--- src/rtl/avl_arb_pkg.sv ---
// Shared types for the Avalon port arbiter: FSM state encoding, requester IDs
// and the timeout-counter width helper.
package avl_arb_pkg;

    typedef enum logic [1:0] {
        IDLE = 2'd0,
        CMD  = 2'd1,
        RESP = 2'd2,
        DONE = 2'd3
    } arb_state_e;

    typedef enum logic {
        PORT_IF = 1'b0,
        PORT_D  = 1'b1
    } port_e;

    // Width of a counter that must reach timeout_cyc; at least one bit so a
    // disabled timeout (0) still yields a legal vector.
    function automatic int unsigned cnt_width(input int unsigned timeout_cyc);
        return (timeout_cyc == 0) ? 1 : $clog2(timeout_cyc + 1);
    endfunction

endpackage

--- src/rtl/rr_arbiter2.sv ---
// Two-way round-robin picker.
//   iCLK, iRST_n  : clock, async active-low reset
//   req[1:0]      : request vector indexed by port_e (bit0 = IF, bit1 = D)
//   update        : commit the current pick as the new last grant
//   gnt_valid_c   : combinational, some request is present
//   gnt_port_c    : combinational, port picked this cycle
module rr_arbiter2
    import avl_arb_pkg::*;
(
    input  logic       iCLK,
    input  logic       iRST_n,
    input  logic [1:0] req,
    input  logic       update,
    output logic       gnt_valid_c,
    output port_e      gnt_port_c
);

    port_e last_grant;

    // On a tie, favour the port that was not served last.
    always_comb begin
        gnt_valid_c = |req;
        gnt_port_c  = PORT_IF;
        if (req == 2'b11) begin
            gnt_port_c = (last_grant == PORT_IF) ? PORT_D : PORT_IF;
        end else if (req[1]) begin
            gnt_port_c = PORT_D;
        end
    end

    // Reset to D so the first tie goes to IF.
    always_ff @(posedge iCLK or negedge iRST_n) begin
        if (!iRST_n) begin
            last_grant <= PORT_D;
        end else if (update && gnt_valid_c) begin
            last_grant <= gnt_port_c;
        end
    end

endmodule

--- src/rtl/avl_port_arbiter.sv ---
// Shares one Avalon-MM master between the CPU instruction-fetch port (IF,
// read-only) and data port (D, read/write). One non-pipelined transaction at
// a time: command held through waitrequest, then readdatavalid wait with an
// optional timeout. Completion is a one-cycle ack with rdata/err to the
// granted port.
//   iCLK, iRST_n                       : clock, async active-low reset
//   if_req/if_addr -> if_ack/if_rdata/if_err
//   d_req/d_we/d_addr/d_wdata/d_be -> d_ack/d_rdata/d_err
//   avl_wait/avl_rData_valid/avl_rData : Avalon slave responses
//   avl_addr/avl_wData/avl_byteenable/avl_read/avl_write/avl_size : master
module avl_port_arbiter
    import avl_arb_pkg::*;
#(
    parameter int unsigned ADDR_W      = 28,
    parameter int unsigned DATA_W      = 32,
    parameter int unsigned TIMEOUT_CYC = 255
) (
    input  logic                  iCLK,
    input  logic                  iRST_n,

    input  logic                  if_req,
    input  logic [ADDR_W-1:0]     if_addr,
    output logic                  if_ack,
    output logic [DATA_W-1:0]     if_rdata,
    output logic                  if_err,

    input  logic                  d_req,
    input  logic                  d_we,
    input  logic [ADDR_W-1:0]     d_addr,
    input  logic [DATA_W-1:0]     d_wdata,
    input  logic [DATA_W/8-1:0]   d_be,
    output logic                  d_ack,
    output logic [DATA_W-1:0]     d_rdata,
    output logic                  d_err,

    input  logic                  avl_wait,
    input  logic                  avl_rData_valid,
    input  logic [DATA_W-1:0]     avl_rData,
    output logic [ADDR_W-1:0]     avl_addr,
    output logic [DATA_W-1:0]     avl_wData,
    output logic [DATA_W/8-1:0]   avl_byteenable,
    output logic                  avl_read,
    output logic                  avl_write,
    output logic                  avl_size
);

    localparam int unsigned BE_W  = DATA_W / 8;
    localparam int unsigned CNT_W = cnt_width(TIMEOUT_CYC);

    arb_state_e          state, state_nxt;
    port_e               grant_port, grant_nxt;
    logic [CNT_W-1:0]    cnt, cnt_nxt;

    logic [ADDR_W-1:0]   addr_nxt;
    logic [DATA_W-1:0]   wdata_nxt;
    logic [BE_W-1:0]     be_nxt;
    logic                read_nxt, write_nxt;
    logic                if_ack_nxt, d_ack_nxt;
    logic                if_err_nxt, d_err_nxt;
    logic [DATA_W-1:0]   if_rdata_nxt, d_rdata_nxt;

    logic                gnt_valid_c;
    port_e               gnt_port_c;
    logic                arb_update_c;
    logic                finish_c, fin_err_c, capture_c;

    // Single-beat transfers only.
    assign avl_size = 1'b1;

    rr_arbiter2 u_rr (
        .iCLK        (iCLK),
        .iRST_n      (iRST_n),
        .req         ({d_req, if_req}),
        .update      (arb_update_c),
        .gnt_valid_c (gnt_valid_c),
        .gnt_port_c  (gnt_port_c)
    );

    // State and all registered outputs.
    always_ff @(posedge iCLK or negedge iRST_n) begin
        if (!iRST_n) begin
            state          <= IDLE;
            grant_port     <= PORT_IF;
            cnt            <= '0;
            avl_addr       <= '0;
            avl_wData      <= '0;
            avl_byteenable <= '0;
            avl_read       <= 1'b0;
            avl_write      <= 1'b0;
            if_ack         <= 1'b0;
            if_err         <= 1'b0;
            if_rdata       <= '0;
            d_ack          <= 1'b0;
            d_err          <= 1'b0;
            d_rdata        <= '0;
        end else begin
            state          <= state_nxt;
            grant_port     <= grant_nxt;
            cnt            <= cnt_nxt;
            avl_addr       <= addr_nxt;
            avl_wData      <= wdata_nxt;
            avl_byteenable <= be_nxt;
            avl_read       <= read_nxt;
            avl_write      <= write_nxt;
            if_ack         <= if_ack_nxt;
            if_err         <= if_err_nxt;
            if_rdata       <= if_rdata_nxt;
            d_ack          <= d_ack_nxt;
            d_err          <= d_err_nxt;
            d_rdata        <= d_rdata_nxt;
        end
    end

    // Next-state and next-output logic.
    always_comb begin
        state_nxt    = state;
        grant_nxt    = grant_port;
        cnt_nxt      = cnt;
        addr_nxt     = avl_addr;
        wdata_nxt    = avl_wData;
        be_nxt       = avl_byteenable;
        read_nxt     = avl_read;
        write_nxt    = avl_write;
        if_ack_nxt   = 1'b0;
        d_ack_nxt    = 1'b0;
        if_err_nxt   = if_err;
        d_err_nxt    = d_err;
        if_rdata_nxt = if_rdata;
        d_rdata_nxt  = d_rdata;
        arb_update_c = 1'b0;
        finish_c     = 1'b0;
        fin_err_c    = 1'b0;
        capture_c    = 1'b0;

        case (state)
            IDLE: begin
                if (gnt_valid_c) begin
                    arb_update_c = 1'b1;
                    grant_nxt    = gnt_port_c;
                    state_nxt    = CMD;
                    if (gnt_port_c == PORT_IF) begin
                        addr_nxt  = if_addr;
                        wdata_nxt = '0;
                        be_nxt    = '1;
                        read_nxt  = 1'b1;
                        write_nxt = 1'b0;
                    end else begin
                        addr_nxt  = d_addr;
                        wdata_nxt = d_wdata;
                        be_nxt    = d_be;
                        read_nxt  = !d_we;
                        write_nxt = d_we;
                    end
                end
            end

            CMD: begin
                if (!avl_wait) begin
                    if (avl_write) begin
                        write_nxt = 1'b0;
                        finish_c  = 1'b1;
                        state_nxt = DONE;
                    end else begin
                        read_nxt  = 1'b0;
                        cnt_nxt   = '0;
                        state_nxt = RESP;
                    end
                end
            end

            RESP: begin
                // Data arriving on the last allowed cycle still wins over timeout.
                if (avl_rData_valid) begin
                    finish_c  = 1'b1;
                    capture_c = 1'b1;
                    state_nxt = DONE;
                end else if ((TIMEOUT_CYC != 0) && (cnt == CNT_W'(TIMEOUT_CYC))) begin
                    finish_c  = 1'b1;
                    fin_err_c = 1'b1;
                    state_nxt = DONE;
                end else if (cnt != '1) begin
                    cnt_nxt = cnt + CNT_W'(1);
                end
            end

            DONE: begin
                state_nxt = IDLE;
            end

            default: begin
                state_nxt = IDLE;
            end
        endcase

        // Ack is loaded on entry to DONE so it is high exactly while in DONE.
        if (finish_c) begin
            if (grant_port == PORT_IF) begin
                if_ack_nxt = 1'b1;
                if_err_nxt = fin_err_c;
                if (capture_c) begin
                    if_rdata_nxt = avl_rData;
                end
            end else begin
                d_ack_nxt = 1'b1;
                d_err_nxt = fin_err_c;
                if (capture_c) begin
                    d_rdata_nxt = avl_rData;
                end
            end
        end
    end

endmodule

--- config.mk ---
export PLATFORM = sky130hd
export DESIGN_NAME = avl_port_arbiter
export DESIGN_NICKNAME = d
export VERILOG_FILES = /design/src/rtl/avl_arb_pkg.sv /design/src/rtl/rr_arbiter2.sv /design/src/rtl/avl_port_arbiter.sv
export SDC_FILE = /design/constraint.sdc
export NUM_CORES = 1
export LEC_CHECK = 0
export ABC_AREA = 1
export CORE_MARGIN = 3
export CORE_UTILIZATION = 42
export CTS_BUF_LIST = sky130_fd_sc_hd__clkbuf_16
export DETAILED_ROUTE_END_ITERATION = 10
export PLACE_DENSITY = 0.92
export SLEW_MARGIN = 20
export SYNTH_ARGS = -nofsm -noshare
export SYNTH_HDL_FRONTEND = slang
export SYNTH_SLANG_ARGS = --single-unit
--- constraint.sdc ---
create_clock -name iCLK -period 2.19 [get_ports iCLK]
set_input_delay 0.438 -clock iCLK [delete_from_list [all_inputs] [get_ports iCLK]]
set_output_delay 0.438 -clock iCLK [all_outputs]
set_load 0.05 [all_outputs]
Word-level counts from Yosys, hierarchy flattened
Cells that the tools add are included. W data, S select, Z words.

Register bits after elaboration: 146. Input port bits: 131. Output and inout port bits: 135.

Add/sub/neg operators: 1. Equal/unequal tests: 13. Mux-type cells: 42. Bitwise gates (word level): 1. Reduce and logical (&&, ||, !) cells: 15.

Operators by type and width (number): $mux W8 (5); $mux W32 (1); $mux W28 (1); $mux W1 (25); $pmux W8 S2 (1); $reduce_and A3 Y1 (4); $ne A2 B2 Y1 const B (5); $add A8 B1 Y8 const B (1); $eq A8 B8 Y1 const B (1); $mux W2 (4); $ne A8 B8 Y1 const B (1); $pmux W2 S4 (1); $eq A2 B2 Y1 const B (3); $pmux W1 S2 (3); $reduce_and A2 Y1 (3); $reduce_and A6 Y1 (1); $mux W4 (1); $reduce_and A4 Y1 (1); $reduce_bool A2 Y1 (2); $ne A3 B3 Y1 const B (1); $eq A2 B1 Y1 const B (1); $logic_not A2 Y1 (1); $ne A2 B1 Y1 const B (1); $reduce_or A2 Y1 (1); other kinds (3) (3).

Longest topological paths before layout
Word-level depth: 5. Depth in mapped cells: 10.

Hierarchy
A second synthesis with hierarchy kept.

Cell total of the unflattened synthesis: 647. Area, all modules: 6232.2 sq um.

By module, submodules not included: avl_port_arbiter (times used 1, cells each 639, area each 6172.2 sq um, seq. area each 3628.5 sq um); rr_arbiter2 (times used 1, cells each 8, area each 60.1 sq um, seq. area each 26.3 sq um).

Least setup slack after synthesis
OpenSTA, ideal clock, no wires.

Kind: flip-flop to flip-flop. Start: reg state[0]. End: reg if_rdata[10]. Arrival time: 1572 ps. Data required time: 2124 ps. Path slack: 553 ps. Cell stages (with the launch flop): 9. Period minus slack after synthesis: 1637 ps. Cell sequence: dfrtp_1 > inv_1 > ha_1 > nand2_1 > inv_2 > clkbuf_1 > clkbuf_1 > nand4_1 > nand2_1.

Word-level cells in the longest chain between the ends: 3. Elaborated cells between the ends (all ways): 5.

Ends and longest elaborated chain: start, declared (line avl_port_arbiter.sv:50) `arb_state_e state, state_nxt;`; start signal, assigned (line avl_port_arbiter.sv:97) `state <= state_nxt;`; $eq A2 B2 Y1 or $eq A2 B1 Y1 (tied branches) (line avl_port_arbiter.sv:135) `case (state)`; $pmux W1 S2 or $mux W1 (tied branches) (line avl_port_arbiter.sv:135); $reduce_and A3 Y1 (no line) (*); end signal, assigned (line avl_port_arbiter.sv:107) `if_rdata <= if_rdata_nxt;`; end, declared (line avl_port_arbiter.sv:24) `output logic [DATA_W-1:0] if_rdata,`.

Mark *: on every way between the ends. The rest lies on a longest branch, timed or not. A chain may end at the register's enable or synchronous reset.

Worst setup path after layout
Start: reg avl_addr[5]. End: out avl_addr[5].

RTL lines: start, declared (line avl_port_arbiter.sv:39) `output logic [ADDR_W-1:0] avl_addr,`; start signal, assigned (line avl_port_arbiter.sv:100) `avl_addr <= addr_nxt;`.

No word-level cell between the ends.

==> flow_summary.json <==
{
  "status": "complete, no violations",
  "synth_common_cells": "189 x nand2_1, 145 x dfrtp_1, 70 x nand4_1, 68 x o21ai_0, 43 x nor2_1",
  "p_leak_nw": 4.41,
  "netlist_instances": 645,
  "die-area_sq_um": 16100,
  "synth_top_cell_by_area": "dfrtp_1",
  "crit_buf_inv": 1,
  "area.growth.synth_to_final_pct": 55.9,
  "drtAntennaViolNets": 0,
  "synth_nets": 781,
  "timing.rr.end": "d_rdata[0]$_DFFE_PN0P_",
  "cts.repair.resized": 0,
  "netlist.area_leader.share_pct": 59.0,
  "post_drt_wl_per_cell_um": 17.5,
  "timing_hold_violations_final": 0,
  "synth-compound-area-share_pct": 11.6,
  "crit_path_start": "avl_addr[5]$_DFFE_PN0P_",
  "ys_seq_elements": 146,
  "peakVddDrop_mv": 1.14,
  "grt_start_max_net_pins": 65,
  "cp-end-kind": "primary output",
  "synth-edff-count": 0,
  "critical_path.top_delay_family": "buffers and inverters",
  "r2r_cells": 10,
  "synthDistinctLibCells": 28,
  "htreeDepth": 4,
  "die_width_um": 127,
  "async_flop_share_pct": 100,
  "io_buffers": 264,
  "synth_xor_area_share_pct": 0.285,
  "nets": 1038,
  "finalNonFillerCells": 1096,
  "start_kind": "flip-flop",
  "cpMaxStageDelayCell": "clkdlybuf4s50_1",
  "path_cells": "clkdlybuf4s50_1",
  "synth_top_family_by_area": "simple AND/OR/NAND/NOR gates",
  "worst_slew_pin_slew_ns": 0.670,
  "worstHoldStart": "if_rdata[13]$_DFFE_PN0P_",
  "ys.flop_type": "dfrtp_1",
  "path_depth": 1,
  "drv_cap": 0,
  "cellPowerDensity_nw_per_um2": 1570,
  "r2r_setup_slack_ns": 0.24,
  "antenna_found_initial": 1,
  "setup_viol": 0,
  "io_pins": 266,
  "hold_path_depth": 2,
  "grt_pass1_wl_mm": 30.3,
  "drive_gt1_share_pct": 6.56,
  "path_class": "reg2out",
  "synth_warnings": 0,
  "seq_area_frac_synth_pct": 59.4,
  "fin_setup_tns_ns": 0,
  "hold_end": "if_rdata[13]$_DFFE_PN0P_",
  "wl_mm": 19.2,
  "die_h_um": 127,
  "finalMaxSlewViolations": 0,
  "grt_usage_pct": 23.5,
  "avgSynthCellArea_sq_um": 9.53,
  "synth_area_sq_um": 6150,
  "timing.rr.start": "state[1]$_DFFE_PN0P_",
  "rsz0062_at_grt": "no",
  "coreArea_sq_um": 14100,
  "cp.arrival_ns": 1.64,
  "cp.required_ns": 1.75,
  "first_pass_iters": 5,
  "crit_path_max_incr_delay_ns": 0.84,
  "hpwlAfterDp_mm": 13.7,
  "synthSimpleGateAreaFrac_pct": 22.7,
  "cts.path.max_buffers": 2,
  "path_clk_slew_ns": 0.06,
  "clock-sinks": 146,
  "cts_buffers": 17,
  "fin_crit_sh_pct": 94.9,
  "finClkSkew_ns": 0.00810,
  "clockRootBuffer": "clkbuf_16",
  "vias_per_cell": 5.33,
  "route.detailed.drc": 0,
  "grt_pass1_vias": 5872,
  "slew_headroom_pct": 55.3,
  "insertion_delay_ns": 0.41,
  "drt-initial-drc-count": 339,
  "fin_util_pct": 68.0,
  "hold_class": "reg2reg",
  "fin_crit_ns": 2.08,
  "vias": 5845,
  "synth.area.mux_share_pct": 0,
  "num_rows": 43,
  "cts_setup_buffers": 0,
  "path_max_fanout": 2,
  "grt-ovfl-total": 0,
  "finalPower_mw": 15.0,
  "synth_area_leaders": "dfrtp_1 59%, nand2_1 12%, nand4_1 7.1%, o21ai_0 5.5%, a22o_1 4.6%",
  "start_util_pct": 43.6,
  "numPlacedInstances": 1062,
  "synth_fa_ha_area_share_pct": 1.02,
  "cts_tree": "yes",
  "yosysMostFrequentCell": "nand2_1",
  "fmax_mhz": 481,
  "place_congestion": 0.841
}
-- routing by layer --
layer / part of all wire [%] / vias up / GRT usage (%) / routed length (um)
li1: - / 2721 / - / -
met1: 40 / 2789 / 29.2 / 7600
met2: 48 / 300 / 38.3 / 9300
met3: 9.2 / 35 / 7.94 / 1760
met4: 2.9 / 0 / 8.96 / 553
met5: 0 / - / 0 / 0
-- report_power, final --
group	internal [mW]	switching [mW]	leakage (nW)	total, mW
clock	1.69	1.16	0.281	2.84
sequential	3.69	0.622	1.91	4.31
combinational	2.59	5.31	2.22	7.90
total	7.96	7.09	4.41	15.0
-- area by class of cell --
cell class | instances | area [sq um]
fillers | 1080 | 4510
clock inverters | 15 | 159
flip-flops and latches | 146 | 3650
repair buffers | 282 | 2840
clock buffers | 17 | 425
inverters | 19 | 71.3
diodes | 1 | 2.50
multi-input cells | 436 | 2200
well taps | 180 | 225
-- metrics by stage --
stage               hold WS [ns]  worst slack [ns]  cell area (sq um)
floorplan                  0.142             0.553               6150
global placement           0.432             0.149               8990
detailed placement         0.436            0.0943               8990
CTS                        0.481            0.0829               9580
global route               0.502            0.0488               9590
finish                     0.478             0.112               9590
-- worst max path at each step --
stage                                           to  slack, ns
final                                  avl_addr[5]       0.11
after global placement    avl_addr[21]$_DFFE_PN0P_       0.15
after floorplan           if_rdata[10]$_DFFE_PN0P_       0.55
after global routing        d_rdata[1]$_DFFE_PN0P_       0.05
after detailed placement  avl_addr[13]$_DFFE_PN0P_       0.09
after CTS                              avl_addr[5]       0.08
-- state kept, by name, summed over array words and instances (netlist names), 2 cells and up --
name	count
avl_wData	32
if_rdata	32
avl_byteenable	4
avl_addr	28
cnt	8
d_rdata	32
state	2
-- layout by cell type (no fill, tap or decap), types with 4 or more instances in the layout --
cell             instances
clkdlybuf4s50_1        263
nand2_1                189
dfrtp_1                145
nand4_1                 70
o21ai_0                 68
nor2_1                  42
a22o_1                  32
clkbuf_16               17
inv_1                   16
buf_4                   12
nand3_1                  9
clkinv_4                 6
a21oi_1                  5
ha_1                     5
buf_12                   5
o22a_1                   4
-- cells by family (layout without fill, tap and decap cells) --
family                   after synthesis  after routing
other                                  1              2
flip-flops                           146            146
adder cells (fa/ha/maj)                5              5
XOR/XNOR                               2              2
buffers and inverters                 63            333
AND/OR/NAND/NOR                      316            316
AO/OA/AOI/OAI                        112            112
-- repair_timing --
action	CTS	global route
setup endpoints to repair	0	0
hold endpoints to repair	12	0
hold buffers	1	0
Note: power is estimated with default switching activity, not from simulation.
